## src/rtl/mem_responder_pkg.sv

```systemverilog
// Shared types and constants for the wait-state memory responder.
// The package keeps the name mem_pkg so existing imports still resolve.
package mem_pkg;

  typedef enum logic [1:0] {
    IDLE,
    WAIT,
    RESP,
    HOLD
  } state_t;

  localparam int unsigned DEFAULT_WAIT_CYCLES = 2;
  localparam int unsigned CNT_W               = 4;
  localparam int unsigned DATA_W              = 32;
  localparam int unsigned LANES               = 4;

  // Replace the byte lanes selected by be with lanes from new_word.
  function automatic logic [DATA_W-1:0] merge_lanes(
    input logic [DATA_W-1:0] old_word,
    input logic [DATA_W-1:0] new_word,
    input logic [LANES-1:0]  be
  );
    logic [DATA_W-1:0] merged;
    merged = old_word;
    for (int unsigned i = 0; i < LANES; i++) begin
      if (be[i]) begin
        merged[8*i +: 8] = new_word[8*i +: 8];
      end
    end
    return merged;
  endfunction

endpackage

```

## src/rtl/mem_responder_if.sv

```systemverilog
// Initiator/responder bus for mem_responder: request qualifiers in,
// read data and one-cycle completion strobe out.
interface mem_responder_if #(
  parameter int unsigned ADDR_W = 7
);
  import mem_pkg::*;

  logic                     re;
  logic [LANES-1:0]         we;
  logic [ADDR_W-1:0]        addr;
  logic [DATA_W-1:0]        din;
  logic [DATA_W-1:0]        dout;
  logic                     dready;

  modport master (
    output re,
    output we,
    output addr,
    output din,
    input  dout,
    input  dready
  );

  modport slave (
    input  re,
    input  we,
    input  addr,
    input  din,
    output dout,
    output dready
  );

endinterface

```

## src/rtl/mem_responder_bram_be.sv

```systemverilog
// Single-port synchronous RAM with per-byte write enables and a
// registered read port (data appears the cycle after the address).
module bram_be
  import mem_pkg::*;
#(
  parameter int unsigned ADDR_W = 7
) (
  input  logic              clk,
  input  logic [LANES-1:0]  we,
  input  logic [ADDR_W-1:0] addr,
  input  logic [DATA_W-1:0] wdata,
  output logic [DATA_W-1:0] rdata
);

  localparam int unsigned DEPTH = 1 << ADDR_W;

  logic [DATA_W-1:0] mem [DEPTH];

  always_ff @(posedge clk) begin
    for (int unsigned i = 0; i < LANES; i++) begin
      if (we[i]) begin
        mem[addr][8*i +: 8] <= wdata[8*i +: 8];
      end
    end
    rdata <= mem[addr];
  end

endmodule

```

## src/rtl/mem_responder.sv

```systemverilog
// Memory responder: latches a request, inserts WAIT_CYCLES wait states,
// then completes it with a one-cycle dready strobe and holds until release.
module mem_responder
  import mem_pkg::*;
#(
  parameter int unsigned ADDR_W      = 7,
  parameter int unsigned WAIT_CYCLES = DEFAULT_WAIT_CYCLES
) (
  input  logic            clk,
  input  logic            rst,
  mem_responder_if.slave  bus
);

  state_t             state;
  state_t             state_next;

  logic [CNT_W-1:0]   cnt;
  logic               re_q;
  logic [LANES-1:0]   we_q;
  logic [ADDR_W-1:0]  addr_q;
  logic [DATA_W-1:0]  din_q;

  logic               active;
  logic [LANES-1:0]   ram_we;
  logic [ADDR_W-1:0]  ram_addr;
  logic [DATA_W-1:0]  ram_rdata;

  logic               dready_r;
  logic [DATA_W-1:0]  dout_r;

  assign active = bus.re || (bus.we != '0);

  // The RAM read is launched from the live address in IDLE so that the
  // old word is already registered when RESP is reached with zero waits.
  assign ram_addr = (state == IDLE) ? bus.addr : addr_q;
  assign ram_we   = (state == RESP && rst) ? we_q : '0;

  bram_be #(
    .ADDR_W (ADDR_W)
  ) u_bram (
    .clk   (clk),
    .we    (ram_we),
    .addr  (ram_addr),
    .wdata (din_q),
    .rdata (ram_rdata)
  );

  always_ff @(posedge clk) begin
    if (!rst) begin
      state <= IDLE;
    end else begin
      state <= state_next;
    end
  end

  always_comb begin
    state_next = state;
    unique case (state)
      IDLE: begin
        if (active) begin
          state_next = (WAIT_CYCLES == 0) ? RESP : WAIT;
        end
      end
      WAIT: begin
        if (!active) begin
          state_next = IDLE;
        end else if (cnt == CNT_W'(1)) begin
          state_next = RESP;
        end
      end
      RESP: begin
        state_next = HOLD;
      end
      HOLD: begin
        if (!active) begin
          state_next = IDLE;
        end
      end
      default: begin
        state_next = IDLE;
      end
    endcase
  end

  always_ff @(posedge clk) begin
    if (!rst) begin
      cnt      <= '0;
      re_q     <= 1'b0;
      we_q     <= '0;
      addr_q   <= '0;
      din_q    <= '0;
      dready_r <= 1'b0;
      dout_r   <= '0;
    end else begin
      dready_r <= 1'b0;
      unique case (state)
        IDLE: begin
          if (active) begin
            re_q   <= bus.re;
            we_q   <= bus.we;
            addr_q <= bus.addr;
            din_q  <= bus.din;
            cnt    <= CNT_W'(WAIT_CYCLES);
          end
        end
        WAIT: begin
          if (active) begin
            cnt <= cnt - CNT_W'(1);
          end else begin
            cnt <= '0;
          end
        end
        RESP: begin
          dready_r <= 1'b1;
          cnt      <= '0;
          // Read data is the post-write word so read+write returns the merge.
          if (re_q) begin
            dout_r <= merge_lanes(ram_rdata, din_q, we_q);
          end
        end
        HOLD: begin
          cnt <= '0;
        end
        default: begin
          cnt <= '0;
        end
      endcase
    end
  end

  assign bus.dready = dready_r;
  assign bus.dout   = dout_r;

endmodule

```

## src/flat_wrapper.sv

```systemverilog
// flat-port wrapper written by rule: the top's interface ports become plain ports
module mem_responder_flat import mem_pkg::*;
#(
  parameter int unsigned ADDR_W      = 7,
  parameter int unsigned WAIT_CYCLES = DEFAULT_WAIT_CYCLES
)
  (clk, rst, bus_re, bus_we, bus_addr, bus_din, bus_dout, bus_dready);
  mem_responder_if #(.ADDR_W(ADDR_W)) bus_i ();
  input  logic clk;
  input  logic rst;
  input wire logic [$bits(bus_i.re)-1:0] bus_re;
  input wire logic [$bits(bus_i.we)-1:0] bus_we;
  input wire logic [$bits(bus_i.addr)-1:0] bus_addr;
  input wire logic [$bits(bus_i.din)-1:0] bus_din;
  output wire logic [$bits(bus_i.dout)-1:0] bus_dout;
  output wire logic [$bits(bus_i.dready)-1:0] bus_dready;
  assign bus_i.re = bus_re;
  assign bus_i.we = bus_we;
  assign bus_i.addr = bus_addr;
  assign bus_i.din = bus_din;
  assign bus_dout = bus_i.dout;
  assign bus_dready = bus_i.dready;
  mem_responder #(.ADDR_W(ADDR_W), .WAIT_CYCLES(WAIT_CYCLES)) u_core (.clk(clk), .rst(rst), .bus(bus_i));
endmodule
```

## config.mk

```make
export PLATFORM = sky130hd
export DESIGN_NAME = mem_responder_flat
export DESIGN_NICKNAME = d
export VERILOG_FILES = /design/src/rtl/mem_responder_pkg.sv /design/src/rtl/mem_responder_if.sv /design/src/rtl/mem_responder_bram_be.sv /design/src/rtl/mem_responder.sv /design/src/flat_wrapper.sv
export SDC_FILE = /design/constraint.sdc
export NUM_CORES = 2
export LEC_CHECK = 0
export CAP_MARGIN = 15
export CORE_UTILIZATION = 45
export CTS_CLUSTER_SIZE = 10
export DETAILED_ROUTE_END_ITERATION = 8
export MAX_ROUTING_LAYER = met4
export PLACE_DENSITY = 0.67
export SLEW_MARGIN = 20
export SYNTH_ARGS = -nofsm -noshare
export SYNTH_HDL_FRONTEND = slang
export SYNTH_SLANG_ARGS = --single-unit
export TNS_END_PERCENT = 100
```

## constraint.sdc

```tcl
create_clock -name clk -period 2.8 [get_ports clk]
set_clock_uncertainty 0.15 [all_clocks]
set_input_delay 0.42 -clock clk [delete_from_list [all_inputs] [get_ports clk]]
set_output_delay 0.42 -clock clk [all_outputs]
set_load 0.01 [all_outputs]
```

Word level (Yosys, flattened, before mapping)
Memory sizes are Yosys's and may differ from the RTL's. A register that Yosys moved wholly into a read port is not among the register bits.
Index checks and enable logic that the tools add are counted.
{"block": "word_totals", "wordCells": 48, "n_memories": 1, "ramBits": 4096, "ff_bits": 83, "in_bits": 46}
{"memory": "u_core.u_bram.mem", "depth": 128, "word_bits": 32, "read_ports": 1, "rd_clocked_by_memory_dff": 1, "write_ports": 1, "line": "mem_responder_bram_be.sv:17", "text": "logic [DATA_W-1:0] mem [DEPTH];"}
{"block": "op_classes", "add_sub_neg": 1, "reduce_logical": 8, "muxes": 23, "n_eq_ne": 7}
{"op": "8-bit two-way mux", "n": 4}
{"op": "4-bit two-way mux", "n": 3}
{"op": "4-bit one-hot mux with 3 select lines", "n": 1}
{"op": "1-bit two-way mux", "n": 9}
{"op": "2-bit two-way mux", "n": 4}
{"op": "2-bit one-hot mux with 4 select lines", "n": 1}
{"op": "7-bit two-way mux", "n": 1}
{"op": "2-bit equality test (second input constant)", "n": 2}
{"op": "4-bit by 1-bit equality test with 1-bit output (second input constant)", "n": 1}
{"op": "2-bit AND reduction", "n": 2}
{"op": "4-bit nonzero test", "n": 1}
{"op": "4-bit by 1-bit subtractor with 4-bit output (second input constant)", "n": 1}
{"op": "3-bit != test (second input constant)", "n": 1}
{"op": "3-bit AND reduction", "n": 1}
{"op": "2-bit by 1-bit equality test with 1-bit output (second input constant)", "n": 1}
{"op": "2-bit zero test", "n": 1}
{"op": "2-bit by 1-bit != test with 1-bit output (second input constant)", "n": 1}
{"op": "2-bit != test (second input constant)", "n": 1}
{"op": "2-bit OR reduction", "n": 1}
{"op": "1-bit logical AND", "n": 1}
{"op": "1-bit logical OR", "n": 1}

Depth between registers and ports, before layout
{"block": "depth", "word_depth": 5, "ltp_mapped": 13, "mapped_depth_nobuf": 7}

Cells and area by module
Synthesis repeated with hierarchy kept, for this count alone.
{"block": "unflattened", "cells_unflattened": 9982, "hier_area_um2": 163516.8}
{"module": "bram_be", "seq_area_each_um2": 123638.6, "instances": 1, "cells_each": 9595, "area_each_um2": 159897.1}
{"module": "mem_responder", "seq_area_each_um2": 1661.6, "instances": 1, "cells_each": 387, "area_each_um2": 3619.7}

Worst setup path after synthesis
No wires, ideal clock.
{"block": "synth_path", "path_kind": "input port to flip-flop", "startpoint": "input port bus_addr[2]", "endpoint": "memory u_core.u_bram.mem[102][0] (enable)", "path_slack_ns": -0.238, "setup_time_ns": 0.370, "required_time_ns": 2.280, "t_arrival_ns": 2.517, "stages": 10, "path_buffers": 6, "path_cell_list": "buf_2 -> or3b_1 -> buf_2 -> o22ai_4 -> buf_2 -> buf_2 -> buf_4 -> nand2_1 -> buf_2 -> nor2_1"}
{"block": "synth_between", "elab_chain_len": 1}
{"element": "start: declaration", "line": "flat_wrapper.sv:13", "text": "input wire logic [$bits(bus_i.addr)-1:0] bus_addr;"}
{"element": "7-bit two-way mux", "line": "mem_responder.sv:35", "text": "assign ram_addr = (state == IDLE) ? bus.addr : addr_q;"}
{"element": "end: declaration", "line": "mem_responder_bram_be.sv:17"}
No other way between the ends.

==> flow_summary.json <==
{
  "critPathSlowestCell": "o41ai_1",
  "period_share_pct": 119,
  "p_total_mw": 136,
  "maxCapViolCount": 0,
  "clkPwrFrac_pct": 39.9,
  "vdd_drop_max_uv": 637,
  "antenna_found_initial": 19,
  "pwr-share-seq_pct": 51.7,
  "reg2regPathDepth": 12,
  "first_global_vias": 103000,
  "die_area_sq_um": 357000,
  "crit_path_max_incr_delay_ps": 710,
  "synth_edf_count": 4096,
  "leakage_nw": 64.8,
  "crit_chain": "buf_8 > or3b_4 > buf_6 > nor2_4 > buf_12 > buf_4 > bufbuf_16 > o21ai_0 > and4_1 > a41oi_1 > o41ai_1 > o2111ai_2",
  "postRouteAntennaNets": 0,
  "arrival_ps": 4000,
  "rows": 218,
  "synthesis.area_sq_um": 160000,
  "outcome": "finished with violations",
  "multi_input_comb_area_sq_um": 35600,
  "die_w_um": 598,
  "min-delay-start": "bus_we[2]",
  "grt_util_all_layers_pct": 28.5,
  "fin_ws_ps": -543,
  "clock-sinks": 4211,
  "syn_to_final_growth_pct": 25.6,
  "drc": 0,
  "crit_type": "flop to flop",
  "violations": "setup timing",
  "pin_count": 79,
  "power.switching_mw": 31.3,
  "ys_seq_area_share_pct": 78.5,
  "nets": 12100,
  "cp_data_required_time_ps": 3460,
  "place_hpwl_um": 323000,
  "cts_root_buffer": "clkbuf_16",
  "post-route-min-period_ps": 3340,
  "grt.overflow.total": 0,
  "core_region_area_sq_um": 353000,
  "r2r-end": "u_core.u_bram.rdata[20]$_DFF_P_",
  "ys_types": 65,
  "min_to": "u_core.we_q[2]$_SDFFE_PN0P_",
  "rrSetupSlack_ps": -540,
  "holdPathStages": 3,
  "achievable-frequency_mhz": 299,
  "yosysTopAreaCellShare_pct": 77.0,
  "crit_fanout": 14,
  "stdcell_count": 17100,
  "dr.pass1.iters": 7,
  "grt_pass1_wl_um": 721000,
  "htreeDepth": 5,
  "place_congestion": 0.957,
  "synth.largest_area_cell": "edfxtp_1",
  "final_util_pct": 56.8,
  "yosys_register_bits": 4211,
  "cts_buffers": 464,
  "cts_tree": "built",
  "cts_buffer_depth": 4,
  "ys_top_cells_by_count": "4096 x edfxtp_1, 1251 x o21ai_0, 1205 x nand2_1",
  "post-synth-top-count-cell": "edfxtp_1",
  "fillers": 26300,
  "p_sw_share_pct": 23.0,
  "setup_violations": 4126,
  "syn_nets": 10600,
  "tightest_slew_ps": 975,
  "critPathCaptureType": "flop",
  "die_h_um": 598,
  "powerDensity_nw_per_um2": 678,
  "vias": 107000,
  "hp-class": "input pin to flop",
  "syn_area_per_cell_sq_um": 15.1,
  "synth-async-reset-ratio_pct": 0,
  "start_kind": "flop",
  "relSlewSlack_pct": 35.0,
  "internal_power_mw": 105,
  "seqCellArea_sq_um": 125000,
  "wl_um": 519000,
  "cts.clk_slew.worst_paths_ps": 60,
  "comb_power_share_pct": 8.4,
  "vias_per_cell": 6.25,
  "insertion_delay_ps": 1000,
  "drive_above_1_share_pct": 24.1,
  "synthCells": 10600,
  "grt_start_max_net_pins": 130,
  "slew_violations": 0,
  "rsz0062_at_grt": "yes",
  "yosysWarnings": 0,
  "wl_per_cell_um": 30.4,
  "finalHoldViolations": 0,
  "port_buffers": 78,
  "drt_iter0_markers": 16400,
  "synthTopCellsByArea": "edfxtp_1 77%, o21ai_0 3.9%, a22oi_1 3.7%, nand2_1 2.8%, dfxtp_1 1.4%",
  "placed_cells": 16100,
  "start_util_pct": 45.2,
  "synthFlopType": "edfxtp_1"
}
[sequential cells by signal (all words and copies together), names as in the netlist, named ones only]
name and count:
u_core.u_bram.mem 4096, u_core.din_q 32, u_core.cnt 4, u_core.bus.dout 32, u_core.bus.dready 1, u_core.state 1, u_core.we_q 4, u_core.addr_q 7
u_core.re_q 1, u_core.u_bram.rdata 32
[power groups by stage]
| stage | combinational [mW] | sequential [mW] | clock [mW] |
|---|---|---|---|
| floorplan | 3.79 | 71.7 | 0 |
| CTS | 10.4 | 70.3 | 54.4 |
| finish | 11.4 | 70.3 | 54.2 |
| global placement | 9.19 | 71.6 | 0 |
| detailed placement | 9.35 | 71.6 | 0 |
| global route | 11.7 | 70.3 | 56.7 |
[layout by cell type, fill, tap and decap left out, types with 81 or more instances in the layout]
master / synthesis / routed
clkbuf_16: 0 / 501
and3_1: 281 / 246
nor2_1: 540 / 284
nand4_1: 183 / 183
nor2_2: 6 / 148
dfxtp_1: 115 / 81
nand2_1: 1205 / 1177
nand3_1: 265 / 256
o21a_1: 175 / 172
a22oi_1: 777 / 677
clkbuf_1: 492 / 231
a31oi_1: 144 / 95
buf_4: 14 / 1115
a22oi_2: 0 / 100
buf_6: 4 / 111
o21ai_0: 1251 / 1143
a21oi_1: 181 / 163
buf_12: 0 / 385
edfxtp_1: 4096 / 4096
nor2_4: 0 / 115
[how the worst max path moves through the flow]
stage,startpoint,endpoint,slack (ps)
after floorplan,bus_addr[2],u_core.u_bram.mem[49][16]$_DFFE_PP_,-170
after global placement,bus_addr[2],u_core.u_bram.rdata[29]$_DFF_P_,-1840
after detailed placement,bus_addr[1],u_core.u_bram.rdata[17]$_DFF_P_,-1600
after CTS,u_core.state[0]$_SDFFE_PN0P_,u_core.u_bram.rdata[29]$_DFF_P_,-320
after global routing,flop,u_core.u_bram.rdata[20]$_DFF_P_,-620
final,flop,u_core.u_bram.rdata[20]$_DFF_P_,-540
[worst max-delay path, delay by kind of cell (launching register included)]
kind,cells,cell delay [ps]
flops,1,410
simple gates,3,440
compound gates,4,1310
buf+inv,5,840
[timing repair]
action	CTS	global route
setup buffers	68	70
cloned	25	29
setup endpoints to repair	4128	4128
endpoints found under the hold margin	19	0
pin swaps	131	160
hold buffers	19	0
resized for setup	471	473
[cell families (layout without fill, tap and decap cells)]
group | Yosys count | count (layout) | share of synthesized area [%]
buffers and inverters | 782 | 2541 | 2.05
DFF | 4211 | 4211 | 78.5
xor gates and xnor gates | 1 | 1 | 0.00549
AOI/OAI and AO/OA | 2956 | 2956 | 12.0
other | 0 | 19 | 0
muxes | 65 | 65 | 0.408
and+or+nand+nor | 2551 | 2552 | 7.10
adders and majority gates | 2 | 2 | 0.0157
[stage by stage]
stage                     setup WS, ps  area (sq um)  hold slack, ps   TNS, ps
after floorplan                   -166        161000             289   -262220
after global placement           -1840        180000             312  -3301000
after detailed placement         -1600        180000             338  -3337120
after CTS                         -325        197000            8.92   -438190
after global routing              -622        201000            43.3   -893460
final                             -543        201000            53.5   -817780
[cell type report]
class / instances / share of cell area, %
sequential: 4211 / 62.5
multi-input combinational: 5576 / 17.8
timing repair buffer: 1800 / 10.2
clock buffer: 707 / 6.35
tap: 4730 / 2.95
clock inverter: 27 / 0.147
antenna: 19 / 0.0237
inverter: 7 / 0.0131
[metal layers]
metal | vias to the layer above | part of all wire [%] | global-route usage, %
li1 | 44400 | - | -
met1 | 53800 | 37 | 37.2
met2 | 7344 | 46 | 43.7
met3 | 1246 | 11 | 5.04
met4 | 0 | 5.6 | 13.1
met5 | - | 0 | -
Note: power is estimated with default switching activity, not from simulation.
